File: src/rtl/dm_access_ctrl.sv
// dm_access_ctrl
// Sequences MEM-stage data-memory accesses onto a valid/ready request and
// response bus. A load or store seen in IDLE is latched, issued on the bus,
// and the pipeline is held with stall_o until the response (or a timeout)
// completes the access. Loads return the raw read word on rdata_o.
//
// Ports
//   clk, rst        clock and synchronous active-high reset
//   mem_read_i      MEM-stage load request
//   web_i           active-low byte write enables (any 0 bit = store)
//   addr_i, wdata_i access address and aligned store data
//   stall_o         hold IF..MEM pipeline registers
//   rdata_o         last captured load word
//   err_o           one-cycle pulse in DONE on bus error or timeout
//   req_*           bus request channel (valid/ready with latched fields)
//   rsp_*           bus response channel
module dm_access_ctrl #(
    parameter int ADDR_W  = 32,
    parameter int DATA_W  = 32,
    parameter int TIMEOUT = 255
) (
    input  logic                clk,
    input  logic                rst,
    input  logic                mem_read_i,
    input  logic [DATA_W/8-1:0] web_i,
    input  logic [ADDR_W-1:0]   addr_i,
    input  logic [DATA_W-1:0]   wdata_i,
    output logic                stall_o,
    output logic [DATA_W-1:0]   rdata_o,
    output logic                err_o,
    output logic                req_valid_o,
    input  logic                req_ready_i,
    output logic                req_write_o,
    output logic [ADDR_W-1:0]   req_addr_o,
    output logic [DATA_W-1:0]   req_wdata_o,
    output logic [DATA_W/8-1:0] req_wstrb_o,
    input  logic                rsp_valid_i,
    input  logic [DATA_W-1:0]   rsp_rdata_i,
    input  logic                rsp_err_i
);

    localparam int STRB_W = DATA_W / 8;
    localparam logic [7:0] TIMEOUT_CNT = 8'(TIMEOUT);

    typedef enum logic [1:0] {
        IDLE = 2'd0,
        REQ  = 2'd1,
        WAIT = 2'd2,
        DONE = 2'd3
    } state_t;

    state_t              state;
    logic [ADDR_W-1:0]   addr_q;
    logic [DATA_W-1:0]   wdata_q;
    logic [STRB_W-1:0]   wstrb_q;
    logic                write_q;
    logic                err_q;
    logic [7:0]          wait_cnt;
    logic [DATA_W-1:0]   rdata_q;

    logic is_store;
    logic access;

    // A store wins when both a load and a store are requested.
    assign is_store = ~&web_i;
    assign access   = mem_read_i | is_store;

    // Main FSM. Only IDLE looks at the MEM-stage inputs; once latched, the
    // bus is driven purely from the captured fields so they stay stable
    // while the request waits for ready.
    always_ff @(posedge clk) begin
        if (rst) begin
            state    <= IDLE;
            addr_q   <= '0;
            wdata_q  <= '0;
            wstrb_q  <= '0;
            write_q  <= 1'b0;
            err_q    <= 1'b0;
            wait_cnt <= '0;
            rdata_q  <= '0;
        end else begin
            case (state)
                IDLE: begin
                    if (access) begin
                        addr_q  <= {addr_i[ADDR_W-1:2], 2'b00};
                        wdata_q <= wdata_i;
                        write_q <= is_store;
                        wstrb_q <= is_store ? ~web_i : '0;
                        state   <= REQ;
                    end
                end
                REQ: begin
                    if (req_ready_i) begin
                        wait_cnt <= '0;
                        state    <= WAIT;
                    end
                end
                WAIT: begin
                    wait_cnt <= wait_cnt + 8'd1;
                    // A response takes priority over a timeout in the same cycle.
                    if (rsp_valid_i) begin
                        if (!write_q) begin
                            rdata_q <= rsp_rdata_i;
                        end
                        err_q <= rsp_err_i;
                        state <= DONE;
                    end else if (wait_cnt + 8'd1 == TIMEOUT_CNT) begin
                        err_q <= 1'b1;
                        state <= DONE;
                    end
                end
                DONE: begin
                    // Always pass through IDLE so the next instruction is
                    // sampled fresh after the pipeline advances.
                    state <= IDLE;
                end
                default: state <= IDLE;
            endcase
        end
    end

    // IDLE stalls immediately on a new access so the instruction is held
    // in MEM from its first cycle; DONE releases the pipeline.
    always_comb begin
        stall_o = 1'b0;
        case (state)
            IDLE:    stall_o = access;
            REQ:     stall_o = 1'b1;
            WAIT:    stall_o = 1'b1;
            DONE:    stall_o = 1'b0;
            default: stall_o = 1'b0;
        endcase
    end

    assign err_o       = (state == DONE) && err_q;
    assign rdata_o     = rdata_q;
    assign req_valid_o = (state == REQ);
    assign req_write_o = write_q;
    assign req_addr_o  = addr_q;
    assign req_wdata_o = wdata_q;
    assign req_wstrb_o = wstrb_q;

endmodule
File: config.mk
export PLATFORM = sky130hd
export DESIGN_NAME = dm_access_ctrl
export DESIGN_NICKNAME = d
export VERILOG_FILES = /design/src/rtl/dm_access_ctrl.sv
export SDC_FILE = /design/constraint.sdc
export NUM_CORES = 1
export LEC_CHECK = 0
export ABC_AREA = 0
export BUFFER_PORTS_ARGS = -buffer_cell sky130_fd_sc_hd__buf_2
export CAP_MARGIN = 20
export CORE_MARGIN = 1.5
export CORE_UTILIZATION = 35
export DETAILED_ROUTE_END_ITERATION = 7
export PLACE_DENSITY = 0.63
export SETUP_SLACK_MARGIN = 0.05
export SLEW_MARGIN = 5
export SYNTH_ARGS = -nofsm -noshare
export SYNTH_HDL_FRONTEND = slang
export SYNTH_SLANG_ARGS = --single-unit
export TNS_END_PERCENT = 30
File: constraint.sdc
create_clock -name clk -period 2 [get_ports clk]
set_input_delay 0.2 -clock clk [delete_from_list [all_inputs] [get_ports clk]]
set_output_delay 0.2 -clock clk [all_outputs]
set_load 0.005 [all_outputs]
==> metrics.md, run 1 <==
| Metric | Value |
|---|---|
| Status | finished with violations |
| Violated checks | design-rule violations |
| Syn Area/Cell | 7.91 um^2 |
| Crit path launch | wait_cnt[0] |
| First drt pass iteration count | 6 |
| Die height | 112 um |
| Ant diodes | 0 |
| Number of global-route vias before repair | 3787 |
| Pint | 4540 uW |
| Ports | 210 |
| Synth Register Bits | 110 |
| FFs w/ async S/R, synth | 0% |
| Post-route ant nets | 0 |
| GPL Wtd Cong | 0.798 |
| Port-buffer cells | 205 |
| Max-cap viol count | 0 |
| DRT Wirelength | 10.9 mm |
| CTS tree | done |
| # rows | 39 |
| Nets | 825 |
| Mapped cell area | 4150 um^2 |
| Slowest CP cell | dfxtp_2 |
| Chip width | 112 um |
| Clock Tree Root | clkbuf_16 |
| Crit path max-delay family | compound AO/OA/AOI/OAI gates |
| Worst min path class | input port to flop |
| Initial antenna violation count | 0 |
| Sequential group share of total power | 42.2% |
| Hold depth | 2 |
| FF-to-FF setup slack | 0.20 ns |
| Synth cell count leaders | nand2_1, dfxtp_1, a21oi_1 |
| Dpl hpwl | 7.73 mm |
| Clock Sinks | 110 |
| DR vias/cell | 4.81 |
| Synth warnings | 0 |
| Max IR drop VDD | 0.000547 V |
| Comb pwr share | 32.4% |
| Prevailing post-synth register cell | dfxtp_1 |
| Reg clk slew, reported paths | 0.07 ns |
| Clock power frac | 25.4% |
| Crit Path Max Fanout | 6 |
| Final setup viols | 0 |
| Yosys top cell area share | 53.0% |
| Tot Pwr | 6880 uW |
| Largest net degree at the start of global routing | 63 |
| WL per Instance | 12.7 um |
| # H-tree levels | 3 |
| Final Cycle Share | 90.0% |
| Main area contributors after synthesis | dfxtp_1, nand2_1, a21oi_1 |
| CTS Buf Count | 9 |
| Crit path buf inv count | 0 |
| Max Buffers Root-to-Sink | 2 |
| Final Slew Violations | 0 |
| Largest stage delay, worst path | 0.39 ns |
| Setup Skew | 0.00311 ns |
| Hold buffers post-CTS | 0 |
| Initial core utilization | 36.1% |
| GRT Resource Usage Total | 17.2% |
| Post-synth EDFFs | 0 |
| Startpoint Class | flop |
| Share of cells above drive strength 1 | 33.5% |
| Layout area overhead | 35.3% |
| FF-to-FF End | state[1] |
| Distinct cells, synth | 39 |
| Kind of critical path | flop to flop |
| GRT Residual Overflow | 0 |
| Residual DRC | 20 |
| Leakage power | 0.00264 uW |
| Latest clock arrival within the worst-skew pair | 0.35 ns |
| First-pass GRT wire length | 17.5 mm |
| WP depth | 7 |
| Cells after Synth | 525 |
| Core area | 11500 um^2 |
| Worst path cell trace | ha_4, nand2_1, o31ai_1, a32o_1, a31oi_2, a221oi_2, mux2i_1 |
| CP required | 2.28 ns |
| Worst Setup End Kind | flop |
| Reg2reg start | wait_cnt[0] |
| Starting DRT DRC Count | 232 |
| DIE AREA | 12500 um^2 |
| Power per Cell Area | 1220 nW/um^2 |
| Final Hold Fails | 0 |
| Switching part of the total | 34.1% |
| RSZ-0062 raised after global routing | false |
| Reg2reg path depth | 7 |
| Switching pwr | 2340 uW |
| Largest area contributor in the synthesized netlist | dfxtp_1 |
| Setup TNS | 0 ns |
| Setup crit end | state[1] |
| Worst EP arrival | 2.08 ns |
| Tmin final | 1.80 ns |
| Most frequent cell after synthesis | nand2_1 |
| Vias post-DR | 4128 |
| Sequential fraction of the synthesis area | 53.0% |
| Max Fclk | 555 MHz |
[flip-flops by register name (all words and copies together), names as in the netlist]
| signal | flops |
|---|---|
| rdata_o | 32 |
| req_wdata_o | 32 |
| req_addr_o | 30 |
| wait_cnt | 8 |
| req_wstrb_o | 4 |
| state | 2 |
| err_q | 1 |
| req_write_o | 1 |
[layout by cell type, fill, tap and decap left out, types with 3 or more instances in the layout]
cell type / count
buf_2: 204
nand2_1: 198
dfxtp_1: 108
a21oi_1: 97
nor2_1: 20
clkbuf_16: 9
a22oi_1: 6
ha_1: 6
buf_4: 6
nand2b_1: 4
a211oi_1: 4
inv_1: 3
buf_12: 3
[metrics by stage]
stage	instances	util [%]	area, um^2	hold slack [ns]	setup slack (ns)
2_1_floorplan	526	-	4160	0.296	0.345
3_3_place_gp	844	46.2	5320	0.403	0.219
3_5_place_dp	844	46.2	5320	0.405	0.102
4_1_cts	859	48.7	5610	0.0276	0.0782
5_1_grt	859	48.8	5620	0.0360	0.0889
6_report	859	48.8	5620	0.0415	0.199
[final cells by class]
type | count | area [um^2]
Clock buffer | 9 | 225
Clock inverter | 6 | 63.8
Fill cell | 1133 | 5890
Inverter | 3 | 11.3
Multi-Input combinational cell | 375 | 1810
Sequential cell | 110 | 2200
Tap cell | 143 | 179
Timing Repair Buffer | 213 | 1130
[power by group through the flow]
stage / logic (uW) / clock network [uW] / registers, uW
finish: 2230 / 1750 / 2900
global route: 2520 / 1900 / 2970
CTS: 2270 / 1810 / 2900
detailed placement: 2270 / 0 / 2950
global placement: 2220 / 0 / 2920
floorplan: 1260 / 0 / 2980
[cells by family (layout without fill, tap and decap cells)]
logic type / after synthesis / in the layout / share of synthesized area, %
simple gates: 239 / 239 / 23.0
compound gates: 124 / 124 / 16.9
flops: 110 / 110 / 53.0
buf+inv: 41 / 231 / 4.28
fa+ha+maj: 7 / 7 / 2.11
mux: 2 / 2 / 0.482
other cells: 1 / 2 / 0.0903
xor+xnor: 1 / 1 / 0.211
[worst reg2reg max path, cell delays in order (launching register included)]
cell	delay (ns)
dfxtp_2	0.39
ha_4	0.18
nand2_1	0.06
o31ai_1	0.25
a32o_1	0.18
a31oi_2	0.10
a221oi_2	0.35
mux2i_1	0.21
[worst min-delay path by stage]
stage	from	end	slack, ns
2_1_floorplan	web_i[0]	req_wstrb_o[0]	0.30
3_5_place_dp	web_i[3]	req_wstrb_o[3]	0.41
4_1_cts	web_i[3]	req_wstrb_o[3]	0.03
6_report	web_i[3]	req_wstrb_o[3]	0.04
3_3_place_gp	web_i[3]	req_wstrb_o[3]	0.40
5_1_grt	web_i[3]	req_wstrb_o[3]	0.04
[per-layer routing]
layer | track usage (%) | vias up | part of all wire [%]
met5 | 0 | - | 0
met4 | 7.43 | 0 | 2.1
met3 | 5.01 | 16 | 8.9
met2 | 28.5 | 153 | 46
met1 | 20.8 | 1875 | 43
li1 | - | 2084 | -
[timing repair]
action / 4_1_cts / 5_1_grt
gates resized for setup: 0 / 4
setup buffers: 0 / 0
endpoints found under the setup margin: 0 / 2
Power figures use the tool's default switching activity.
==> run 2, diff against run 1 <==
Clock period 2 ns to 2.3 ns, I/O delays scaled along.
==> run 2 against run 1 <==
Net effect: the flow still finishes with violations (design-rule violations); sequential share of layout area decreased by 0.26 points; global-route usage up 0.29 points; die area unchanged; setup slack gained 0.21 ns; via count is 1.0% lower; power shrank 9.5%; non-clock buffer count did not move; clock skew is 0.0023 ns higher; register-to-register slack better by 0.21 ns.
==> metrics.md, run 2 (synthesis gave the netlist of run 1 again) <==
| Metric | Value |
|---|---|
| Worst Setup End Kind | flop |
| Final Hold Fails | 0 (unchanged) |
| Fill count | 1129 (-0.35%) |
| Fin area | 5650 um^2 (+0.56%) |
| Post-route ant nets | 0 (unchanged) |
| Final Slew Violations | 0 (unchanged) |
| Port-buffer cells | 205 (unchanged) |
| Initial antenna violation count | 0 (unchanged) |
| Vias post-DR | 4086 (-1.0%) |
| Ports | 210 (unchanged) |
| Max Buffers Root-to-Sink | 2 (unchanged) |
| Cts repair resizes | 0 (unchanged) |
| Layout area overhead | 36.1% |
| Starting DRT DRC Count | 308 (+33%) |
| Setup Skew | 0.00539 ns (+0.00228 ns) |
| WL per Instance | 12.8 um (+1.3%) |
| Nets | 825 (unchanged) |
| Final WS setup | 0.411 ns (+0.212 ns) |
| Tmin final | 1.89 ns (+0.0880 ns) |
| Reg area | 2200 um^2 (-0.11%) |
| Residual DRC | 20 (unchanged) |
| Area post-placement | 5310 um^2 (-0.24%) |
| Power per Cell Area | 1100 nW/um^2 (-10%) |
| Clock Tree Root | clkbuf_16 |
| Kind of critical path | flop to flop |
| Reg clk slew, reported paths | 0.07 ns (about the same) |
| Multi-input logic area | 1800 um^2 (-0.69%) |
| Violated checks | design-rule violations |
| Number of global-route vias before repair | 3726 (-1.6%) |
| Chip width | 112 um (unchanged) |
| Ant diodes | 0 (unchanged) |
| Clock Sinks | 110 (unchanged) |
| First-pass GRT wire length | 17.7 mm (+1.4%) |
| Hold buffers post-CTS | 0 (unchanged) |
| Startpoint Class | flop |
| Dpl hpwl | 7.92 mm (+2.5%) |
| Crit Path Max Fanout | 6 (unchanged) |
| Final Cycle Share | 82.1% (-7.9 points) |
| DR vias/cell | 4.75 (-1.1%) |
| CTS tree | done |
| RSZ-0062 raised after global routing | false |
| Latest clock arrival within the worst-skew pair | 0.35 ns (about the same) |
| DRT Wirelength | 11.0 mm (+1.5%) |
| CTS Buf Count | 9 (unchanged) |
| Share of cells above drive strength 1 | 33.2% (-0.33 points) |
| GRT Residual Overflow | 0 (unchanged) |
| Final setup viols | 0 (unchanged) |
| Commonest cells after routing, fill and taps aside | buf_2, nand2_1, dfxtp_1 |
| Die height | 112 um (unchanged) |
| Max IR drop VDD | 0.000550 V (+0.61%) |
| Max-cap viol count | 0 (unchanged) |
| Commonest non-fill, non-tap cell in the layout | buf_2 |
| GPL Wtd Cong | 0.815 (+2.1%) |
| First drt pass iteration count | 7 (+1) |
| Setup TNS | 0 ns (unchanged) |
| Max Fclk | 529 MHz (-4.7%) |
| Worst EP arrival | 2.17 ns (+0.09 ns) |
| GRT Resource Usage Total | 17.5% (+0.29 points) |
| Largest net degree at the start of global routing | 63 (unchanged) |
| Leakage power | 0.00268 uW (+1.2%) |
| CP required | 2.58 ns (+0.30 ns) |
| DIE AREA | 12500 um^2 (unchanged) |
| # rows | 39 (unchanged) |
| Status | finished with violations |
| Worst min path class | input port to flop |
| # H-tree levels | 3 (unchanged) |
| Setup repair bufs after CTS | 0 (unchanged) |
| Initial core utilization | 36.1% (unchanged) |
| Worst Setup Slack post-DPL | 0.428 ns (+0.325 ns) |
| Core area | 11500 um^2 (unchanged) |
## run 2: cell types whose count changed in the layout (fill, tap and decap cells not counted), sizes merged
| cell | previous run | this run |
|---|---|---|
| clkbuf | 9 | 10 |
| bufinv | 1 | 3 |
| clkinvlp | 2 | 0 |
## run 2: critical path, cell delays in order (launching register included)
cell and delay (ns):
dfxtp_1 0.41, ha_1 0.28, nand2_1 0.07, o31ai_1 0.24
a32o_1 0.18, a31oi_2 0.10, a221oi_2 0.32, mux2i_1 0.21
## run 2: worst paths after layout
| path | startpoint | endpoint | slack [ns] | cells after the start |
|---|---|---|---|---|
| worst min-delay path | web_i[0] | req_wstrb_o[0] | 0.07 | 2 |
| worst max-delay path | wait_cnt[0] | state[1] | 0.41 | 7 |
| worst max register to register | wait_cnt[0] | state[1] | 0.41 | 7 |
| worst min register to register | req_addr_o[4] | req_addr_o[4] | 0.45 | 2 |
## run 2: layout make-up
type	instances	share of cell area, %
Clock inverter	6	1.93
Inverter	3	0.199
Timing Repair Buffer	213	19.7
Clock buffer	10	4.23
Tap cell	143	3.17
Sequential cell	110	39.0
Multi-Input combinational cell	375	31.8
## run 2: routing by layer
metal  global-route usage [%]  share of wire [%]
met2                     28.1                 46
met4                     7.09                1.8
met5                        0                  0
met1                     21.9                 43
met3                     5.33                9.1
## run 2: through the flow
stage | utilization [%] | std cells | hold WS [ns] | total power, uW
after CTS | 49.1 | 860 | 0.0703 | 6310
after floorplan | - | 526 | 0.326 | 3690
after global routing | 49.1 | 860 | 0.0758 | 6660
final | 49.1 | 860 | 0.0747 | 6230
after detailed placement | 46.1 | 844 | 0.445 | 4520
after global placement | 46.1 | 844 | 0.431 | 4430
## run 2: power breakdown
| part | internal [uW] | total, uW | switching (uW) |
|---|---|---|---|
| clock | 1090 | 1780 | 691 |
| sequential | 2310 | 2520 | 206 |
| combinational | 768 | 1930 | 1160 |
| total | 4170 | 6230 | 2060 |
